$ cat config.mk
export PLATFORM = sky130hd
export DESIGN_NAME = line_fetcher
export DESIGN_NICKNAME = d
export VERILOG_FILES = /design/src/rtl/line_fetcher.sv
export SDC_FILE = /design/constraint.sdc
export NUM_CORES = 1
export LEC_CHECK = 0
export ABC_CLOCK_PERIOD_IN_PS = 2400
export CAP_MARGIN = 10
export CORE_ASPECT_RATIO = 1.4
export CORE_MARGIN = 1
export CORE_UTILIZATION = 40
export CTS_BUF_LIST = sky130_fd_sc_hd__clkbuf_8
export DETAILED_ROUTE_END_ITERATION = 12
export GPL_TIMING_DRIVEN = 0
export PLACE_DENSITY = 0.75
export SETUP_SLACK_MARGIN = 0.3
export SLEW_MARGIN = 10
export SYNTH_ARGS = -nofsm -noshare
export SYNTH_HDL_FRONTEND = slang
export SYNTH_SLANG_ARGS = --single-unit
$ cat constraint.sdc
create_clock -name iCLK -period 2.4 [get_ports iCLK]
set_input_delay 0.24 -clock iCLK [delete_from_list [all_inputs] [get_ports iCLK]]
set_output_delay 0.24 -clock iCLK [all_outputs]
set_load 0.03 [all_outputs]
$ cat src/rtl/line_fetcher.sv
// Line fetcher: on each display line-load request, reads one line of pixels from memory in
// fixed-length bursts and streams the returned beats into the line FIFO. A frame-start clear
// flushes the FIFO and abandons any line in flight.
module line_fetcher #(
  parameter int unsigned H_ACTIVE   = 1024,
  parameter int unsigned BURST_LEN  = 8,
  parameter int unsigned FIFO_DEPTH = 2048,
  parameter int unsigned BASE_ADDR  = 0,
  parameter int unsigned ADDR_W     = 23
) (
  input  logic              iCLK,
  input  logic              iRST,
  input  logic              iLOAD_REQ,
  input  logic [12:0]       iLOAD_VLINE,
  input  logic              iCLEAR,
  output logic              oMEM_RD_REQ,
  output logic [ADDR_W-1:0] oMEM_ADDR,
  input  logic              iMEM_ACK,
  input  logic              iMEM_RD_VALID,
  input  logic [23:0]       iMEM_RD_DATA,
  output logic              oFIFO_WE,
  output logic [23:0]       oFIFO_WDATA,
  input  logic [11:0]       iFIFO_WUSEDW,
  output logic              oFIFO_ACLR,
  output logic              oBUSY,
  output logic              oOVERRUN
);

  localparam int unsigned IssW       = $clog2(H_ACTIVE + 1);
  localparam int unsigned BeatW      = $clog2(BURST_LEN + 1);
  localparam int unsigned SpaceLimit = FIFO_DEPTH - BURST_LEN;

  typedef enum logic [2:0] {StIdle, StWaitSpace, StReq, StXfer, StDrain} stateT;

  stateT            stateQ, stateD;
  logic [12:0]      lineQ, lineD;
  logic [IssW-1:0]  issuedQ, issuedD;   // words requested so far on this line
  logic [BeatW-1:0] beatQ, beatD;       // beats received in the current burst
  logic             loadPrevQ, clearPrevQ;
  logic             weQ, aclrQ, aclrPendQ, overrunQ;
  logic [23:0]      wdataQ;

  logic loadEdge, clearEdge, lastBeat, lineDone, haveSpace, weD;

  // The display controller holds its requests for two cycles; act only on the rising edge.
  assign loadEdge  = iLOAD_REQ & ~loadPrevQ;
  assign clearEdge = iCLEAR & ~clearPrevQ;
  assign lastBeat  = iMEM_RD_VALID && (beatQ == BeatW'(BURST_LEN - 1));
  assign lineDone  = (issuedQ == IssW'(H_ACTIVE));
  assign haveSpace = (32'(iFIFO_WUSEDW) <= SpaceLimit);

  // A beat is written only while transferring and never during a FIFO clear pulse.
  assign weD = (stateQ == StXfer) && iMEM_RD_VALID && !clearEdge && !aclrPendQ;

  // Next-state logic for the fetch FSM and its line/burst counters.
  always_comb begin
    stateD  = stateQ;
    lineD   = lineQ;
    issuedD = issuedQ;
    beatD   = beatQ;
    unique case (stateQ)
      StIdle: begin
        if (loadEdge && !clearEdge) begin
          lineD   = iLOAD_VLINE;
          issuedD = '0;
          beatD   = '0;
          stateD  = StWaitSpace;
        end
      end
      StWaitSpace: begin
        if (clearEdge) stateD = StIdle;
        else if (haveSpace) stateD = StReq;
      end
      StReq: begin
        if (clearEdge) begin
          stateD = StIdle;
        end else if (iMEM_ACK) begin
          issuedD = issuedQ + IssW'(BURST_LEN);
          beatD   = '0;
          stateD  = StXfer;
        end
      end
      StXfer: begin
        if (iMEM_RD_VALID) beatD = beatQ + BeatW'(1);
        if (lastBeat) begin
          beatD  = '0;
          stateD = (clearEdge || lineDone) ? StIdle : StWaitSpace;
        end else if (clearEdge) begin
          stateD = StDrain;
        end
      end
      StDrain: begin
        if (iMEM_RD_VALID) beatD = beatQ + BeatW'(1);
        if (lastBeat) begin
          beatD  = '0;
          stateD = StIdle;
        end
      end
      default: stateD = StIdle;
    endcase
  end

  // FSM state and counter registers.
  always_ff @(posedge iCLK) begin
    if (iRST) begin
      stateQ  <= StIdle;
      lineQ   <= '0;
      issuedQ <= '0;
      beatQ   <= '0;
    end else begin
      stateQ  <= stateD;
      lineQ   <= lineD;
      issuedQ <= issuedD;
      beatQ   <= beatD;
    end
  end

  // Edge detectors, registered FIFO write path, clear pulse stretcher and sticky overrun.
  always_ff @(posedge iCLK) begin
    if (iRST) begin
      loadPrevQ  <= 1'b0;
      clearPrevQ <= 1'b0;
      weQ        <= 1'b0;
      wdataQ     <= '0;
      aclrQ      <= 1'b1;
      aclrPendQ  <= 1'b0;
      overrunQ   <= 1'b0;
    end else begin
      loadPrevQ  <= iLOAD_REQ;
      clearPrevQ <= iCLEAR;
      weQ        <= weD;
      if (weD) wdataQ <= iMEM_RD_DATA;
      aclrQ      <= clearEdge | aclrPendQ;
      aclrPendQ  <= clearEdge;
      if (clearEdge) overrunQ <= 1'b0;
      else if (loadEdge && (stateQ != StIdle)) overrunQ <= 1'b1;
    end
  end

  assign oMEM_RD_REQ = (stateQ == StReq);
  assign oMEM_ADDR   = (stateQ == StReq) ?
                       ADDR_W'(BASE_ADDR) + ADDR_W'(lineQ) * ADDR_W'(H_ACTIVE) + ADDR_W'(issuedQ) :
                       '0;
  assign oFIFO_WE    = weQ;
  assign oFIFO_WDATA = wdataQ;
  assign oFIFO_ACLR  = aclrQ;
  assign oBUSY       = (stateQ != StIdle);
  assign oOVERRUN    = overrunQ;

endmodule

=== After elaboration in Yosys (flattened, before gate mapping) ===
Cells that the tools add are included.

* Add/sub/neg operators: 3
* Multiply operators: 0
* Divide/modulo/power cells: 0
* Magnitude comparators: 1
* Equality and inequality tests: 14
* Shift operators: 0
* Muxes and demuxes: 21
* Bitwise logic cells: 5
* Reduce and logical (&&, ||, !) cells: 19

{| class="wikitable"
|+ Operator list
! kind !! number
|-
| 11-bit 2-to-1 mux || 3
|-
| 3-bit 2-to-1 mux || 8
|-
| 23-bit by 11-bit adder with 23-bit output || 1
|-
| 23-bit 2-to-1 mux || 1
|-
| 11-bit one-hot mux with 2 select lines || 1
|-
| 4-bit 2-to-1 mux || 5
|-
| 3-bit one-hot mux with 5 select lines || 1
|-
| 12-bit by 11-bit <= comparator with 1-bit output, second input constant || 1
|-
| 4-bit one-hot mux with 3 select lines || 1
|-
| 11-bit by 4-bit adder with 11-bit output, second input constant || 1
|-
| 11-bit == test, second input constant || 1
|-
| 5-bit AND reduction || 2
|-
| 3-bit by 2-bit == test with 1-bit output, second input constant || 2
|-
| 1-bit logical AND || 6
|-
| 2-bit != test, second input constant || 3
|-
| 3-bit by 1-bit != test with 1-bit output, second input constant || 2
|-
| 3-bit != test, second input constant || 2
|-
| 3-bit nonzero test || 2
|-
| 4-bit by 1-bit adder with 4-bit output, second input constant || 1
|-
| 4-bit by 3-bit == test with 1-bit output, second input constant || 1
|-
| 4-bit AND reduction || 1
|-
| 2-bit OR reduction || 2
|-
| 3-bit by 1-bit == test with 1-bit output, second input constant || 1
|-
| 3-bit == test, second input constant || 1
|-
| other kinds (10) || 13
|}

* Flip-flop bits (word level): 61
* Latch bits: 0
* Memory bits (writable): 0
* Memory bits (read-only): 0
* Input bits: 55
* Memories kept: 0

=== Logic depth before layout (Yosys ltp) ===
Gate-level depths: netlist of run 1.

* Depth in word-level cells: 6
* Mapped depth: 9
* Depth with buffers taken out: 7

=== Worst setup path after synthesis of run 1 ===
OpenSTA, ideal clock, no wires.

* Path kind: reg-to-output
* Start point: reg issuedQ[10]
* End point: out oMEM_ADDR[16]
* Data arrival time: 1.683 ns
* Setup slack: 0.477 ns
* Cell stages (with the launch flop): 6
* Path buffers: 0
* Cells stage by stage: dfxtp_1 ha_1 ha_1 nand3_1 or3_1 a21oi_1

* Word-level cells in the longest chain between the ends: 2

{| class="wikitable"
|+ Ends and longest elaborated chain
! element !! RTL line !! RTL
|-
| from (decl) || 37 || <nowiki>logic [IssW-1:0] issuedQ, issuedD;</nowiki>
|-
| from (signal assigned) || 113 || <nowiki>issuedQ <= issuedD;</nowiki>
|-
| 23-bit by 11-bit adder with 23-bit output || 142 || <nowiki>ADDR_W'(BASE_ADDR) + ADDR_W'(lineQ) * ADDR_W'(H_ACTIVE) + ADDR_W'(issuedQ) :</nowiki>
|-
| 23-bit 2-to-1 mux || 141 || <nowiki>assign oMEM_ADDR = (stateQ == StReq) ?</nowiki>
|-
| to (decl) || 17 || <nowiki>output logic [ADDR_W-1:0] oMEM_ADDR,</nowiki>
|}

No other way between the ends.

=== Worst setup path after layout of run 1 ===
* Start point: reg issuedQ[10]
* End point: out oMEM_ADDR[17]

Same word-level chain as after synthesis.

==> qor.csv, run 1 <==
metric;value;unit
final_util;61.84;%
dp_slack;-0.01645;ns
buffer_ports.inserted;103;
htree_num_levels;3;
die_w;71.29;um
syn-cell-area;2689;sq um
layout.nets;525;
cts_max_path_buffers;2;
combinational_family_with_the_most_area_after_synthesis;simple AND/OR/NAND/NOR gates;
length_of_the_first_detailed_routing_pass_in_iterations;8;
vdd_drop_max;0.4272;mV
clock.fmax;484.2;MHz
floorplan.initialDensity;41.21;%
antenna_left;0;
detailed_place_hpwl;5077;um
relSlewSlack;63.96;%
vias;2764;
gr-usage-all-layers;20.31;%
num_io_pins;107;
initial_drt_markers;117;
crit_path_end_kind;output pin;
outcome;complete, but fails checks;
timing.final.max_slew_violations;0;
synth_sequential_area_ratio;43.18;%
power_density_cells;532.1;nW/um^2
power.total;0.002147;W
dieHeight;99.01;um
cts_tree;built;
timing.critical_path.from_type;flip-flop;
finalHoldWorstSlack;0.4543;ns
synth_warnings;0;
gp_routability_congestion;0.7878;
violations;design-rule violations;
detail_route.drc_violations;6;
total_leakage_power;1.478;nW
final.period_utilization;86.05;%
clk_transition_reported_paths;0.07;ns
netlist_instances;345;
final.min_clock_period;2.065;ns
wl_per_cell;13.02;um
clockRootBuffer;sky130_fd_sc_hd__clkbuf_8;
adder_and_majority_gate_portion_of_the_synthesized_area;1.861;%
synth-xor-area-share;4.886;%
flip_flop_and_latch_count_after_synthesis;58;
synth-simple-area-share;31.27;%
synth_edf_count;0;
hold_violations;0;
first_global_vias;2690;
drv.max_cap_violation_count;0;
worstPathMaxFanout;3;
crit_arrival;1.83;ns
synth_async_sr_flop_share;0;%
nFillCells;595;
numCtsBuffers;9;
remaining_global_route_overflow;0;
clock_sinks;58;
syn_avg_cell_area;7.794;sq um
synth-compound-area-share;13.12;%
yosys.cell_types.count;42;
vias_per_cell;5.081;
pin_count_of_the_biggest_net_entering_global_routing;11;
regArea;1167;sq um
type_of_the_setup_path_with_the_least_slack;flip-flop to output pin;
num_antenna_cells;0;
flop2flop_setup_slack;0.42;ns
ys_dominant_reg_cell;sky130_fd_sc_hd__dfxtp_1;
multiInputGateArea;1474;sq um
std_cell_rows;35;
post_synth_mux_area_share;0.7445;%
cts.hold.buffers_added;0;
area_growth;50.07;%
worstHoldPathType;flip-flop to flip-flop;
setup-tns-final;0;ns
wl;7085;um
grt_setup_unrepaired;yes;
worst_clock_skew;0.01011;ns
layout-drive-gt1-share;14.68;%
clock_latency;0.33;ns
timing.critical_path.required;2.16;ns
core_region_area;6525;sq um
max_slew.worst_pin.slew;0.5405;ns
final-setup-viol-count;0;
grt_pass1_wl;11560;um
dieArea;7058;sq um
initial_antenna_violation_count;0;
fin_ws;0.3347;ns
## where the power goes
part	internal, W	total [W]	leakage (nW)	switching [W]
combinational	0.000154	0.000296	0.910	0.000142
clock	0.000467	0.000844	0.0963	0.000377
sequential	0.000985	0.00101	0.471	0.0000222
## synth_stat cells, types with 2 or more instances
| library cell | n | area share [%] |
|---|---|---|
| sky130_fd_sc_hd__nand2_1 | 81 | 11 |
| sky130_fd_sc_hd__dfxtp_1 | 58 | 43 |
| sky130_fd_sc_hd__a21oi_1 | 44 | 8.2 |
| sky130_fd_sc_hd__nor2_1 | 24 | 3.4 |
| sky130_fd_sc_hd__clkbuf_1 | 17 | 2.4 |
| sky130_fd_sc_hd__nor3_1 | 12 | 2.2 |
| sky130_fd_sc_hd__and2_1 | 9 | 2.1 |
| sky130_fd_sc_hd__xor2_1 | 9 | 2.9 |
| sky130_fd_sc_hd__nand3_1 | 8 | 1.5 |
| sky130_fd_sc_hd__nand4_1 | 8 | 1.9 |
| sky130_fd_sc_hd__nor2b_1 | 8 | 1.9 |
| sky130_fd_sc_hd__o21ai_0 | 6 | 1.1 |
| sky130_fd_sc_hd__xnor2_1 | 6 | 2.0 |
| sky130_fd_sc_hd__buf_4 | 5 | 1.4 |
| sky130_fd_sc_hd__or3_1 | 5 | 1.2 |
| sky130_fd_sc_hd__buf_2 | 4 | 0.74 |
| sky130_fd_sc_hd__ha_1 | 4 | 1.9 |
| sky130_fd_sc_hd__nand2b_1 | 4 | 0.93 |
| sky130_fd_sc_hd__o2111ai_1 | 3 | 0.98 |
| sky130_fd_sc_hd__and3_1 | 2 | 0.47 |
| sky130_fd_sc_hd__inv_1 | 2 | 0.28 |
| sky130_fd_sc_hd__mux2i_1 | 2 | 0.74 |
| sky130_fd_sc_hd__nor3_2 | 2 | 0.74 |
| sky130_fd_sc_hd__nor3b_1 | 2 | 0.56 |
| sky130_fd_sc_hd__nor4_1 | 2 | 0.47 |
| sky130_fd_sc_hd__o21ai_1 | 2 | 0.37 |
## sequential cells by signal, indices dropped and copies added (netlist names), 3 cells and up
register and cells:
beatQ 4, issuedQ 8, lineQ 13, oFIFO_WDATA 24, stateQ 3
## timing repair
action                                  4_1_cts  5_1_grt
endpoints found under the setup margin       22       43
gates resized for setup                      78       44
pin swaps                                     3        2
buffers inserted                              2        3
## worst paths after layout
check                                 end  cells after the start                         start
min reg2reg  oFIFO_WDATA[14]$_SDFFE_PP0P_                      2  oFIFO_WDATA[14]$_SDFFE_PP0P_
max                         oMEM_ADDR[17]                      6      issuedQ[10]$_SDFFE_PP0P_
max reg2reg       issuedQ[7]$_SDFFE_PP0P_                      8        stateQ[1]$_SDFFE_PP0P_
min          oFIFO_WDATA[14]$_SDFFE_PP0P_                      2  oFIFO_WDATA[14]$_SDFFE_PP0P_
## layer usage
layer  GRT usage, %  share of wire, %  up-vias
met1          22.38                42     1273
li1               -                 -     1407
met2          37.95                52       77
met3          5.112               5.3        7
met5              0                 0        -
met4          5.385               1.2        0
## final cells by class
cell class | instances | area share (%)
flip-flops and latches | 58 | 28.93
repair buffers | 108 | 24.31
well taps | 74 | 2.295
clock inverters | 6 | 1.488
plain buffers | 26 | 3.194
clock buffers | 9 | 3.070
inverters | 2 | 0.1860
multi-input cells | 261 | 36.53
## cell families (layout without fill, tap and decap cells)
kind of cell	Yosys count	after routing
flip-flops	58	58
multiplexers	2	2
XOR/XNOR	15	15
buffers and inverters	28	151
other	1	3
AO/OA/AOI/OAI	63	63
adder cells (fa/ha/maj)	4	4
AND/OR/NAND/NOR	174	174
## metrics by stage
step                cells  area, sq um
floorplan             347         2696
global placement      524         3820
detailed placement    524         3820
CTS                   541         4054
global route          544         4035
finish                544         4035
## placed cells by master, fill, tap and decap left out, drive strengths merged, types with 2 or more instances in the layout
cell,Yosys,routed
nor3,14,14
nor2b,8,8
nor2,24,24
nor4,2,2
nand2b,4,4
nor3b,3,3
nand3,8,8
buf,9,30
xor2,9,9
and3,2,2
or3,5,5
and2,9,9
conb,1,3
o21ai,8,8
xnor2,6,6
clkbuf,17,29
ha,4,4
mux2i,2,2
nand4,8,8
clkdlybuf4s50,0,81
a21oi,44,44
nand2,81,81
dfxtp,58,58
o2111ai,3,3
inv,2,3
clkdlybuf4s15,0,2
clkinv,0,3
## worst max-delay path, stage by stage, from the launching register on
cell and delay, ns:
sky130_fd_sc_hd__dfxtp_4 0.37, sky130_fd_sc_hd__ha_4 0.15, sky130_fd_sc_hd__nand4_1 0.14, sky130_fd_sc_hd__buf_4 0.19, sky130_fd_sc_hd__or3_1 0.35, sky130_fd_sc_hd__a21oi_2 0.14, sky130_fd_sc_hd__buf_4 0.16
(Power assumes the default switching activity.)
==> run 2, diff against run 1 <==
Settings changed: CAP_MARGIN 10 to 20.
==> results of run 2 <==
Same layout as run 1: the final DEF is identical, and so are final timing and power.
==> run 3, diff against run 2 <==
Settings changed: CORE_MARGIN 1 to default.
==> results of run 3 <==
Same layout as run 1: the final DEF is identical, and so are final timing and power.
==> edit 1 (config.mk and constraints of run 1) <==
Encoding of `stateT`: now one-hot (5 bits for 5 states).
--- a/src/rtl/line_fetcher.sv
+++ b/src/rtl/line_fetcher.sv
@@ -32,3 +32,3 @@
 
-  typedef enum logic [2:0] {StIdle, StWaitSpace, StReq, StXfer, StDrain} stateT;
+  typedef enum logic [4:0] {StIdle = 5'b00001, StWaitSpace = 5'b00010, StReq = 5'b00100, StXfer = 5'b01000, StDrain = 5'b10000} stateT;
 
Behaviour: same outputs for any inputs over 10 cycles, from zero or initial values and one cycle with iRST high; not proved beyond that.
==> edit 1 against run 1 <==
  * Final cell count increased by 3.7%
  * Final area increased by 20%
  * Sequential power increased by 6%
  * Clock skew decreased by 0.0040 ns
  * Setup slack got worse by 0.12 ns
  * Sequential share of layout area decreased by 3.9 points
  * Synthesized area increased by 7.2%
  * Power increased by 9.3%
  * Wire length increased by 19%
  * Combinational power increased by 70%
  * Via count increased by 6.8%
  * Critical path depth increased by 1
  * Sequential cell count increased by 2
  * Clock power decreased by 8.3%
  * Critical path type is now flip-flop to flip-flop
  * Largest power group unchanged
==> edit 1: results (changes against run 1) <==
- CTS H-Tree Depth: 3 (unchanged)
- DP HPWL: 5.32 mm (+4.8%)
- YS warnings: 0 (unchanged)
- Asr flop ratio synth: 0% (unchanged)
- Synth top area cells: dfxtp_1, mux2i_1, nor2_1
- RePlAce Congestion: 0.853 (+8.2%)
- CTS max path bufs: 2 (unchanged)
- Clock transition time at the flip-flop clock pins of the worst setup and hold paths: 0.06 ns
- Slowest-stage cell, CP: or4_4
- Final WL: 8.46 mm (+19%)
- Register area share after synthesis: 41.7% (-1.5 points)
- Vias in the first global route: 2846 (+5.8%)
- DR vias/cell: 5.24 (+3.0%)
- Post-DP Area: 4050 µm² (+6.0%)
- IO buf count: 102 (-0.97%)
- Aggregate global-route resource usage: 22.3% (+2.0 points)
- Crit path max fanout: 6 (+3)
- Critical path data arrival time: 2.46 ns (+0.63 ns)
- Inserted Clock Buffers: 9 (unchanged)
- Pins Over Slew Limit: 0 (unchanged)
- Worst-case clock skew: 0.00610 ns (-0.00401 ns)
- Pre-CTS setup slack: -0.239 ns (-0.223 ns)
- Synth top cells by count: dfxtp_1, nor2_1, mux2i_1
- Slew Limit Headroom: 58.8% (-5.2 points)
- Initial antenna violation count: 0 (unchanged)
- Leak: 0.00179 µW (+21%)
- Pre-Repair DR Iteration Count: 5 (-3)
- Worst VDD drop: 0.000336 V (-21%)
- Net count, final: 523 (-0.38%)
- Clock latency on the worst-skew pair: 0.33 ns (about the same)
- CP max stage delay: 0.59 ns (+0.22 ns)
- Iter 0 DRT Violations: 117 (unchanged)
- Max reg flops: 24 (unchanged)
- Hold Crit Class: input port to flip-flop
- Netlist cell types: 47 (+12%)
- Largest net degree at the start of global routing: 11 (unchanged)
- First-pass GRT wire length: 13.0 mm (+13%)
- Status: finished clean
- # diodes: 0 (unchanged)
- CTS Root Cell: clkbuf_8
- Share of layout cells above drive strength 1: 26.9% (+12 points)
[edit 1: power by group]
part           total [µW]  switching [µW]  leakage (µW)  internal [µW]
Clock                 774             384     0.0000907            391
Combinational         502             245       0.00121            256
Sequential           1070            43.5      0.000488           1030
Total                2350             672       0.00179           1680
[edit 1: worst paths after layout]
| check | start | to | slack, ns | cells after the start |
|---|---|---|---|---|
| worst max-delay path | stateQ[4] | issuedQ[7] | 0.21 | 7 |
| worst min-delay path | iRST | clearPrevQ | 0.28 | 2 |
| worst max register to register | stateQ[4] | issuedQ[7] | 0.21 | 7 |
| worst min register to register | clearPrevQ | aclrPendQ | 0.43 | 1 |
[edit 1: layout make-up]
class	instances	area (µm²)
inverters	4	17.5
flip-flops and latches	60	1210
repair buffers	122	1260
fillers	528	2150
clock inverters	6	32.5
multi-input cells	246	1850
plain buffers	21	198
clock buffers	10	138
well taps	95	119
[edit 1: kinds of logic (layout without fill, tap and decap cells)]
| group | Yosys count | in the layout | share of synthesized area (%) |
|---|---|---|---|
| AOI/OAI and AO/OA | 43 | 43 | 9.33 |
| xor gates and xnor gates | 10 | 10 | 3.04 |
| adders and majority gates | 4 | 4 | 1.74 |
| buffers and inverters | 25 | 163 | 4.60 |
| DFF | 60 | 60 | 41.7 |
| muxes | 38 | 38 | 13.2 |
| other | 1 | 3 | 0.130 |
| and+or+nand+nor | 148 | 148 | 26.3 |
[edit 1: stage by stage]
stage / cells / hold slack, ns / TNS (ns) / total power, µW
floorplan: 331 / 0.368 / 0 / 1320
global placement: 528 / 0.415 / -4.26 / 1480
global route: 564 / 0.317 / 0 / 2450
CTS: 562 / 0.277 / 0 / 2320
detailed placement: 528 / 0.419 / -4.92 / 1490
finish: 564 / 0.283 / 0 / 2350
[edit 1: critical path, delay by kind of cell (launching register included)]
kind	cells	cell delay (ns)
AOI/OAI and AO/OA	2	0.44
xor gates and xnor gates	1	0.12
buffers and inverters	2	0.28
DFF	1	0.32
and+or+nand+nor	2	0.95
[edit 1: per-layer routing]
layer	GRT usage (%)	vias up	share of wire, %
met5	0	-	0
met1	24.2	1368	37
met2	40.4	132	55
met3	5.62	31	5.5
li1	-	1422	-
met4	9.91	0	2.8
[edit 1: what timing repair did]
item                                   4_1_cts  5_1_grt
buffers inserted                            14        1
cloned                                       4        1
setup endpoints to repair                   63       68
pin swaps                                   17       20
endpoints found under the hold margin        0        0
gates resized for setup                    207       45
hold buffers                                 0        0
==> edit 2 (settings of run 1) <==
Without the edit above. Set the parameter `H_ACTIVE` to 2048 (it was 1024).
--- a/src/rtl/line_fetcher.sv
+++ b/src/rtl/line_fetcher.sv
@@ -4,3 +4,3 @@
 module line_fetcher #(
-  parameter int unsigned H_ACTIVE   = 1024,
+  parameter int unsigned H_ACTIVE   = 2048,
   parameter int unsigned BURST_LEN  = 8,
Function: changed (a bounded check fails within 4 cycles, from zero or initial values and one cycle with iRST high).
==> edit 2 against run 1 <==
  * The run still ends with DRC left
  * Wire length decreased by 1.2%
  * Final area fell by 1.8%
  * Setup slack got worse by 0.0039 ns
  * Clock power is 2.7% higher
  * Synthesized area is the same
  * Combinational power grew 8.8%
  * Worst hold slack worse by 0.15 ns
  * Sequential cell count is the same
  * Power grew 2.5%
==> edit 2: results (changes against run 1) <==
- Status: complete, but fails checks
- Failing checks: DRC
- Met1 Track Usage GR: 21.2% (-1.2 points)
- Clock tree cell share of total cell area: 4.86% (+0.31 points)
- Reg-to-Reg Start: stateQ[0]
- Count of non-CTS inverters in the layout: 2 (unchanged)
- Met3 WL: 227 µm (-39%)
- Via count: 2689 (-2.7%)
- Slack of the worst reg-to-reg path: 0.53 ns (+0.11 ns)
- Pre-Repair DR Iteration Count: 11 (+3)
- Met2 Track Usage GR: 37.5% (-0.44 points)
- Met3 usage: 3.68% (-1.4 points)
- First-pass GRT wire length: 11.2 mm (-2.9%)
- Vias in the first global route: 2534 (-5.8%)
- Postcts setup bufs: 0 (-2)
- IO buf count: 101 (-1.9%)
- Slew Limit Headroom: 64.7% (+0.73 points)
- Crit path max fanout: 4 (+1)
- Iter 0 DRT Violations: 140 (+20%)
- Leak: 0.00144 µW (-2.5%)
- Share of layout cells above drive strength 1: 13.5% (-1.2 points)
- CP startpoint: issuedQ[11]
- Synth top cells by count: nand2_1, dfxtp_1, a21oi_1
- Net count, final: 514 (-2.1%)
- Netlist cell types: 47 (+12%)
- Largest net degree at the start of global routing: 12 (+1)
- Metal2 WL: 3.84 mm (+4.4%)
- Reg2reg end: beatQ[3]
- Synth top area cells: dfxtp_1, nand2_1, a21oi_1
- Worst VDD drop: 0.000370 V (-13%)
- Fillers: 600 (+0.84%)
- Sequential cell count: 58 (unchanged)
- DRC violations left: 5 (-1)
- DP HPWL: 5.24 mm (+3.2%)
- Aggregate global-route resource usage: 20.0% (-0.31 points)
- Sequential share of cell area: 29.5% (+0.57 points)
- Multi-input gates: 262 (+0.38%)
==> edit 2: critical path: cells and delay by family, from the launching register on <==
kind | cells | cell delay [ns]
xor+xnor | 1 | 0.15
fa+ha+maj | 1 | 0.15
buf+inv | 1 | 0.30
flops | 1 | 0.37
simple gates | 4 | 0.53
==> edit 2: per-stage QoR <==
stage / power, µW / utilization, % / cells / area (µm²)
2_1_floorplan: 1210 / - / 343 / 2700
3_3_place_gp: 1350 / 58.2 / 518 / 3800
3_5_place_dp: 1350 / 58.2 / 518 / 3800
4_1_cts: 2220 / 61.4 / 534 / 4010
5_1_grt: 2310 / 60.7 / 534 / 3960
6_report: 2200 / 60.7 / 534 / 3960
==> edit 2: cell families (layout without fill, tap and decap cells) <==
group	count (synthesis)	after routing	synth area share, %
compound gates	65	65	14.2
xor+xnor	14	14	4.56
fa+ha+maj	4	4	1.86
buf+inv	23	140	4.19
flops	58	58	43.2
mux	1	1	0.372
other cells	1	3	0.139
simple gates	175	175	31.5
==> edit 2: what timing repair did <==
action                                  CTS  global route
gates resized for setup                  48            33
pin swaps                                 0             1
endpoints found under the hold margin     0             0
endpoints found under the setup margin   21            18
==> edit 2: how the worst min path moves through the flow <==
stage                         start               to  slack [ns]  cells after the start
floorplan                    iCLEAR       clearPrevQ        0.37                      1
finish                         iRST       oFIFO_ACLR        0.31                      2
global placement     oFIFO_WDATA[0]   oFIFO_WDATA[0]        0.44                      2
global route                   iRST       oFIFO_ACLR        0.34                      2
CTS                            iRST       oFIFO_ACLR        0.29                      2
detailed placement  oFIFO_WDATA[10]  oFIFO_WDATA[10]        0.45                      2
==> edit 2: where the power goes <==
part / switching (µW) / total (µW) / internal [µW]
Combinational: 164 / 322 / 158
Sequential: 24.3 / 1010 / 988
Clock: 390 / 867 / 476
